--- src/rtl/alu_execute_if.sv ---
// rtl/alu_execute_if.sv - operation/result handshake bundle for alu_execute
interface alu_execute_if #(
   parameter int DATA_WIDTH = 32
);
   logic                  in_valid_i;
   logic                  in_ready_o;
   logic [3:0]            alu_ctrl_i;
   logic                  branch_i;
   logic [DATA_WIDTH-1:0] a_i;
   logic [DATA_WIDTH-1:0] b_i;
   logic                  out_valid_o;
   logic                  out_ready_i;
   logic [DATA_WIDTH-1:0] result_o;
   logic                  zero_o;
   logic                  branch_taken_o;

   modport master (
      output in_valid_i, alu_ctrl_i, branch_i, a_i, b_i, out_ready_i,
      input  in_ready_o, out_valid_o, result_o, zero_o, branch_taken_o
   );

   modport slave (
      input  in_valid_i, alu_ctrl_i, branch_i, a_i, b_i, out_ready_i,
      output in_ready_o, out_valid_o, result_o, zero_o, branch_taken_o
   );
endinterface

--- src/rtl/alu_execute.sv ---
// rtl/alu_execute.sv - RV32I execute ALU, iterative shifter; ALU_FAST_SHIFT_EN selects a barrel shifter
module alu_execute #(
   parameter int DATA_WIDTH = 32,
   parameter int SHAMT_W    = $clog2(DATA_WIDTH)
) (
   input  logic         clk,
   input  logic         rst,
   alu_execute_if.slave bus
);
   localparam logic [2:0] OP_ADD  = 3'b000;
   localparam logic [2:0] OP_SLL  = 3'b001;
   localparam logic [2:0] OP_AND  = 3'b010;
   localparam logic [2:0] OP_OR   = 3'b011;
   localparam logic [2:0] OP_XOR  = 3'b100;
   localparam logic [2:0] OP_SLT  = 3'b101;
   localparam logic [2:0] OP_SR   = 3'b110;
   localparam logic [2:0] OP_SLTU = 3'b111;

`ifdef ALU_FAST_SHIFT_EN
   typedef enum logic {IDLE, RESP} state_t;
`else
   typedef enum logic [1:0] {IDLE, RESP, SHIFT} state_t;
`endif

   state_t                state_q, state_d;
   logic [DATA_WIDTH-1:0] result_q, result_d;
   logic                  taken_q, taken_d;
`ifndef ALU_FAST_SHIFT_EN
   logic [SHAMT_W-1:0]    cnt_q, cnt_d;
   logic                  left_q, left_d;
   logic                  arith_q, arith_d;
`endif

   logic [2:0]            op;
   logic                  f7;
   logic [SHAMT_W-1:0]    shamt;
   logic                  is_shift;
   logic [DATA_WIDTH-1:0] diff;
   logic                  eq, lt, ltu;
   logic [DATA_WIDTH-1:0] op_result;
   logic                  cond;
   logic                  in_ready, out_valid;

   assign op       = bus.alu_ctrl_i[2:0];
   assign f7       = bus.alu_ctrl_i[3];
   assign shamt    = bus.b_i[SHAMT_W-1:0];
   assign is_shift = !bus.branch_i && (op == OP_SLL || op == OP_SR);
   assign diff     = bus.a_i - bus.b_i;
   assign eq       = (bus.a_i == bus.b_i);
   assign lt       = ($signed(bus.a_i) < $signed(bus.b_i));
   assign ltu      = (bus.a_i < bus.b_i);

   // Iterative build: a shift's value here is only used for shamt 0 (result = a).
   always_comb begin
      op_result = '0;
      if (bus.branch_i) begin
         op_result = diff;
      end else begin
         case (op)
            OP_ADD:  op_result = f7 ? diff : bus.a_i + bus.b_i;
`ifdef ALU_FAST_SHIFT_EN
            OP_SLL:  op_result = bus.a_i << shamt;
            OP_SR:   op_result = f7 ? DATA_WIDTH'($signed(bus.a_i) >>> shamt) : bus.a_i >> shamt;
`else
            OP_SLL:  op_result = bus.a_i;
            OP_SR:   op_result = bus.a_i;
`endif
            OP_AND:  op_result = bus.a_i & bus.b_i;
            OP_OR:   op_result = bus.a_i | bus.b_i;
            OP_XOR:  op_result = bus.a_i ^ bus.b_i;
            OP_SLT:  op_result = {{(DATA_WIDTH-1){1'b0}}, lt};
            OP_SLTU: op_result = {{(DATA_WIDTH-1){1'b0}}, ltu};
            default: op_result = '0;
         endcase
      end
   end

   always_comb begin
      cond = 1'b0;
      case (op)
         3'b000:  cond = eq;
         3'b001:  cond = !eq;
         3'b100:  cond = lt;
         3'b101:  cond = !lt;
         3'b110:  cond = ltu;
         3'b111:  cond = !ltu;
         default: cond = 1'b0;
      endcase
   end

   always_comb begin
      state_d   = state_q;
      result_d  = result_q;
      taken_d   = taken_q;
      in_ready  = 1'b0;
      out_valid = 1'b0;
`ifndef ALU_FAST_SHIFT_EN
      cnt_d     = cnt_q;
      left_d    = left_q;
      arith_d   = arith_q;
`endif
      case (state_q)
         IDLE: in_ready = 1'b1;
         RESP: begin
            out_valid = 1'b1;
            in_ready  = bus.out_ready_i;
            if (bus.out_ready_i) state_d = IDLE;
         end
`ifndef ALU_FAST_SHIFT_EN
         SHIFT: begin
            // result_q doubles as the working register while out_valid is low
            if (left_q) result_d = {result_q[DATA_WIDTH-2:0], 1'b0};
            else        result_d = {arith_q & result_q[DATA_WIDTH-1], result_q[DATA_WIDTH-1:1]};
            cnt_d = cnt_q - 1'b1;
            if (cnt_q == SHAMT_W'(1)) state_d = RESP;
         end
`endif
         default: state_d = IDLE;
      endcase

      if (bus.in_valid_i && in_ready) begin
         result_d = op_result;
         taken_d  = bus.branch_i & cond;
         state_d  = RESP;
`ifndef ALU_FAST_SHIFT_EN
         if (is_shift && shamt != '0) begin
            result_d = bus.a_i;
            taken_d  = 1'b0;
            cnt_d    = shamt;
            left_d   = (op == OP_SLL);
            arith_d  = (op == OP_SR) && f7;
            state_d  = SHIFT;
         end
`endif
      end
   end

   always_ff @(posedge clk) begin
      if (rst) begin
         state_q  <= IDLE;
         result_q <= '0;
         taken_q  <= 1'b0;
`ifndef ALU_FAST_SHIFT_EN
         cnt_q    <= '0;
         left_q   <= 1'b0;
         arith_q  <= 1'b0;
`endif
      end else begin
         state_q  <= state_d;
         result_q <= result_d;
         taken_q  <= taken_d;
`ifndef ALU_FAST_SHIFT_EN
         cnt_q    <= cnt_d;
         left_q   <= left_d;
         arith_q  <= arith_d;
`endif
      end
   end

`ifdef ALU_FAST_SHIFT_EN
   logic unused_shift_flag;
   assign unused_shift_flag = is_shift;
`endif

   assign bus.in_ready_o     = in_ready;
   assign bus.out_valid_o    = out_valid;
   assign bus.result_o       = result_q;
   assign bus.zero_o         = (result_q == '0);
   assign bus.branch_taken_o = taken_q;
endmodule

--- src/flat_wrapper.sv ---
// flat-port wrapper written by rule: the top's interface ports become plain ports
module alu_execute_flat 
#(
   parameter int DATA_WIDTH = 32,
   parameter int SHAMT_W    = $clog2(DATA_WIDTH)
)
  (clk, rst, bus_in_valid_i, bus_alu_ctrl_i, bus_branch_i, bus_a_i, bus_b_i, bus_out_ready_i, bus_in_ready_o, bus_out_valid_o, bus_result_o, bus_zero_o, bus_branch_taken_o);
  alu_execute_if #(.DATA_WIDTH(DATA_WIDTH)) bus_i ();
  input  logic clk;
  input  logic rst;
  input wire logic [$bits(bus_i.in_valid_i)-1:0] bus_in_valid_i;
  input wire logic [$bits(bus_i.alu_ctrl_i)-1:0] bus_alu_ctrl_i;
  input wire logic [$bits(bus_i.branch_i)-1:0] bus_branch_i;
  input wire logic [$bits(bus_i.a_i)-1:0] bus_a_i;
  input wire logic [$bits(bus_i.b_i)-1:0] bus_b_i;
  input wire logic [$bits(bus_i.out_ready_i)-1:0] bus_out_ready_i;
  output wire logic [$bits(bus_i.in_ready_o)-1:0] bus_in_ready_o;
  output wire logic [$bits(bus_i.out_valid_o)-1:0] bus_out_valid_o;
  output wire logic [$bits(bus_i.result_o)-1:0] bus_result_o;
  output wire logic [$bits(bus_i.zero_o)-1:0] bus_zero_o;
  output wire logic [$bits(bus_i.branch_taken_o)-1:0] bus_branch_taken_o;
  assign bus_i.in_valid_i = bus_in_valid_i;
  assign bus_i.alu_ctrl_i = bus_alu_ctrl_i;
  assign bus_i.branch_i = bus_branch_i;
  assign bus_i.a_i = bus_a_i;
  assign bus_i.b_i = bus_b_i;
  assign bus_i.out_ready_i = bus_out_ready_i;
  assign bus_in_ready_o = bus_i.in_ready_o;
  assign bus_out_valid_o = bus_i.out_valid_o;
  assign bus_result_o = bus_i.result_o;
  assign bus_zero_o = bus_i.zero_o;
  assign bus_branch_taken_o = bus_i.branch_taken_o;
  alu_execute #(.DATA_WIDTH(DATA_WIDTH), .SHAMT_W(SHAMT_W)) u_core (.clk(clk), .rst(rst), .bus(bus_i));
endmodule
--- config.mk ---
export PLATFORM = sky130hd
export DESIGN_NAME = alu_execute_flat
export DESIGN_NICKNAME = d
export VERILOG_FILES = /design/src/rtl/alu_execute_if.sv /design/src/rtl/alu_execute.sv /design/src/flat_wrapper.sv
export SDC_FILE = /design/constraint.sdc
export NUM_CORES = 1
export LEC_CHECK = 0
export CAP_MARGIN = 20
export CORE_ASPECT_RATIO = 1.5
export CORE_MARGIN = 1
export CORE_UTILIZATION = 32
export CTS_BUF_LIST = sky130_fd_sc_hd__clkbuf_16
export CTS_CLUSTER_SIZE = 12
export DETAILED_ROUTE_END_ITERATION = 10
export SETUP_SLACK_MARGIN = 0.1
export SLEW_MARGIN = 20
export SYNTH_ARGS = -nofsm -noshare
export SYNTH_HDL_FRONTEND = slang
export SYNTH_SLANG_ARGS = --single-unit
--- constraint.sdc ---
create_clock -name clk -period 6.1 [get_ports clk]
set_clock_uncertainty 0.15 [all_clocks]
set_input_delay 1.22 -clock clk [delete_from_list [all_inputs] [get_ports clk]]
set_output_delay 1.22 -clock clk [all_outputs]
set_load 0.01 [all_outputs]
==> impl_metrics.env <==
export IMPL_status="finished, final reports clean"
export IMPL_ir_drop_v=0.0000919
export IMPL_setup_tns_ns=0
export IMPL_die_w_um=132
export IMPL_final_period_utilization_pct=82.8
export IMPL_power_frac_comb_pct=57.5
export IMPL_area_growth_pct=19.8
export IMPL_p_switching_uw=703
export IMPL_num_rows=71
export IMPL_cts_buffers=5
export IMPL_cts_root_buf="clkbuf_16"
export IMPL_tightestPinTransition_ns=0.804
export IMPL_synth_ff_type="dfxtp_1"
export IMPL_hold_buffers=0
export IMPL_place_ws_ns=0.840
export IMPL_yosysWarnings=0
export IMPL_track_usage_pct=28.2
export IMPL_synth_edf_count=0
export IMPL_cts_clk_slew_worst_paths_ns=0.07
export IMPL_die_h_um=197
export IMPL_grt_pass1_wl_um=56400
export IMPL_hpwl_um=28200
export IMPL_drv_cap=0
export IMPL_cts_path_max_buffers=2
export IMPL_synth_seq_cells=42
export IMPL_wire_per_inst_um=23.3
export IMPL_final_common_cell="a21oi_1"
export IMPL_port_buffers=108
export IMPL_drtPass1Iterations=9
export IMPL_netlist_instances=1193
export IMPL_final_setup_viol_count=0
export IMPL_clk_latency_ns=0.30
export IMPL_stdcell_area_sq_um=9700
export IMPL_yosys_top_cells_area="ha_1 15%, dfxtp_1 10%, a21oi_1 9.3%"
export IMPL_cts_resized=0
export IMPL_p_sw_share_pct=47.0
export IMPL_synth_async_sr_flop_share_pct=0
export IMPL_drc=0
export IMPL_p_total_mw=1.49
export IMPL_clock_fmax_mhz=198
export IMPL_most_common_layout_cells="150 x a21oi_1, 124 x nor2_1, 107 x clkdlybuf4s50_1"
export IMPL_r2r_start="u_core.state_q[0]"
export IMPL_crit_type="in -> reg"
export IMPL_hold_class="reg -> reg"
export IMPL_critPathLaunchType="input port"
export IMPL_slew_headroom_pct=45.9
export IMPL_hold_ws_ns=0.308
export IMPL_syn_area_per_cell_sq_um=6.79
export IMPL_drive_gt1_share_pct=4.99
export IMPL_place_area_sq_um=9560
export IMPL_seq_area_frac_synth_pct=10.4
export IMPL_die_area_sq_um=26000
export IMPL_required_ns=6.13
export IMPL_ant_nets=0
export IMPL_viasPerCell=6.22
export IMPL_fin_util_pct=38.9
export IMPL_drtIter0Drc=881
export IMPL_grt_max_degree=36
export IMPL_synth_top_area_share_pct=15.1
export IMPL_p_leak_nw=3.96
export IMPL_finalNonFillerCells=1591
export IMPL_hp_start="u_core.arith_q"
export IMPL_pin_count=109
export IMPL_dp_cells=1583
export IMPL_htree_levels=2
export IMPL_internal_power_uw=791
export IMPL_synth_nets=1366
export IMPL_cts_setup_buffers=0
export IMPL_core_area_sq_um=25000
export IMPL_drv_slew=0
export IMPL_cts_sinks=42
export IMPL_ys_types=71
export IMPL_nets=1435
export IMPL_end_kind="register"
export IMPL_cp_max_fo=8
export IMPL_overflow=0
export IMPL_yosysTopAreaCell="ha_1"
export IMPL_rsz0062_at_grt="no"
export IMPL_critPathLaunch="bus_a_i[2]"
export IMPL_via_count=9898
export IMPL_cp_data_arrival_time_ns=5.08
export IMPL_power_frac_clock_pct=18.9
export IMPL_period_minus_slack_ns=5.05
export IMPL_first_global_vias=9638
export IMPL_share_seq_of_total_power_pct=23.5
export IMPL_power_density_nw_per_um2=154
export IMPL_start_util_pct=32.5
export IMPL_cts_tree="yes"
export IMPL_grt_antenna_before_repair=0
export IMPL_setup_ws_ns=1.05
export IMPL_syn_area_sq_um=8100
export IMPL_routed_wl_um=37000
export IMPL_antennaDiodeCount=0
export IMPL_gp_congestion=0.971
export IMPL_hold_viol_final=0
sequential cells by signal, indices dropped and copies added (netlist names):
signal / flops
u_core.arith_q: 1
u_core.bus.branch_taken_o: 1
u_core.bus.result_o: 32
u_core.cnt_q: 5
u_core.left_q: 1
u_core.state_q: 2
routing by layer:
metal | track usage [%] | up-vias | share of wire [%]
li1 | - | 4519 | -
met1 | 31.4 | 4683 | 38
met2 | 48.9 | 527 | 48
met3 | 3.88 | 169 | 6.7
met4 | 20.5 | 0 | 8.0
met5 | 0 | - | 0
worst max-delay path, stage by stage:
cell and delay, ns:
clkdlybuf4s50_1 0.59, inv_1 0.07, ha_1 0.41, o21bai_1 0.16, a2111oi_0 0.68, o31ai_1 0.18
buf_4 0.19, a211o_1 0.32, a211oi_1 0.56, o21bai_1 0.22, xnor2_1 0.17, o221ai_1 0.20
o31ai_1 0.10
final timing paths:
check,slack [ns],depth (start not counted),end
max,1.05,13,u_core.bus.result_o[28]
min,0.31,2,u_core.arith_q
max reg2reg,3.10,10,u_core.bus.result_o[19]
min reg2reg,0.31,2,u_core.arith_q
power by group through the flow:
stage / clock network (mW) / registers (mW) / logic, mW
3_5_place_dp: 0 / 0.355 / 0.837
6_report: 0.283 / 0.352 / 0.860
5_1_grt: 0.296 / 0.354 / 0.924
2_1_floorplan: 0 / 0.347 / 0.505
3_3_place_gp: 0 / 0.356 / 0.832
4_1_cts: 0.284 / 0.349 / 0.842
synthesized netlist by cell type, drive strengths merged, types with 11 or more instances:
master,count
nand2,80
nor2,124
nand4,14
o21bai,18
o211ai,16
mux2i,38
o21ai,57
xnor2,23
a31oi,18
nand3,11
nor2b,14
o221ai,14
nand2b,11
a21o,18
ha,98
a211oi,34
a21oi,150
nor4,19
a22oi,19
dfxtp,42
o2111ai,12
nor3,28
clkbuf,71
inv,104
layout make-up:
type                    count  area [sq um]
inverters                 104           390
flip-flops and latches     42           842
multi-input cells         968          6590
well taps                 328           410
clock inverters             3          16.3
clock buffers               5           125
repair buffers            141          1330
fillers                  2638         15300
kinds of logic after synthesis:
kind of cell / Yosys count / share of synthesized area, %
AOI/OAI and AO/OA: 451 / 36.9
buffers and inverters: 183 / 8.48
DFF: 42 / 10.4
muxes: 41 / 5.11
and+or+nand+nor: 346 / 20.3
xor gates and xnor gates: 30 / 3.24
adders and majority gates: 100 / 15.6
(Power assumes the default switching activity.)
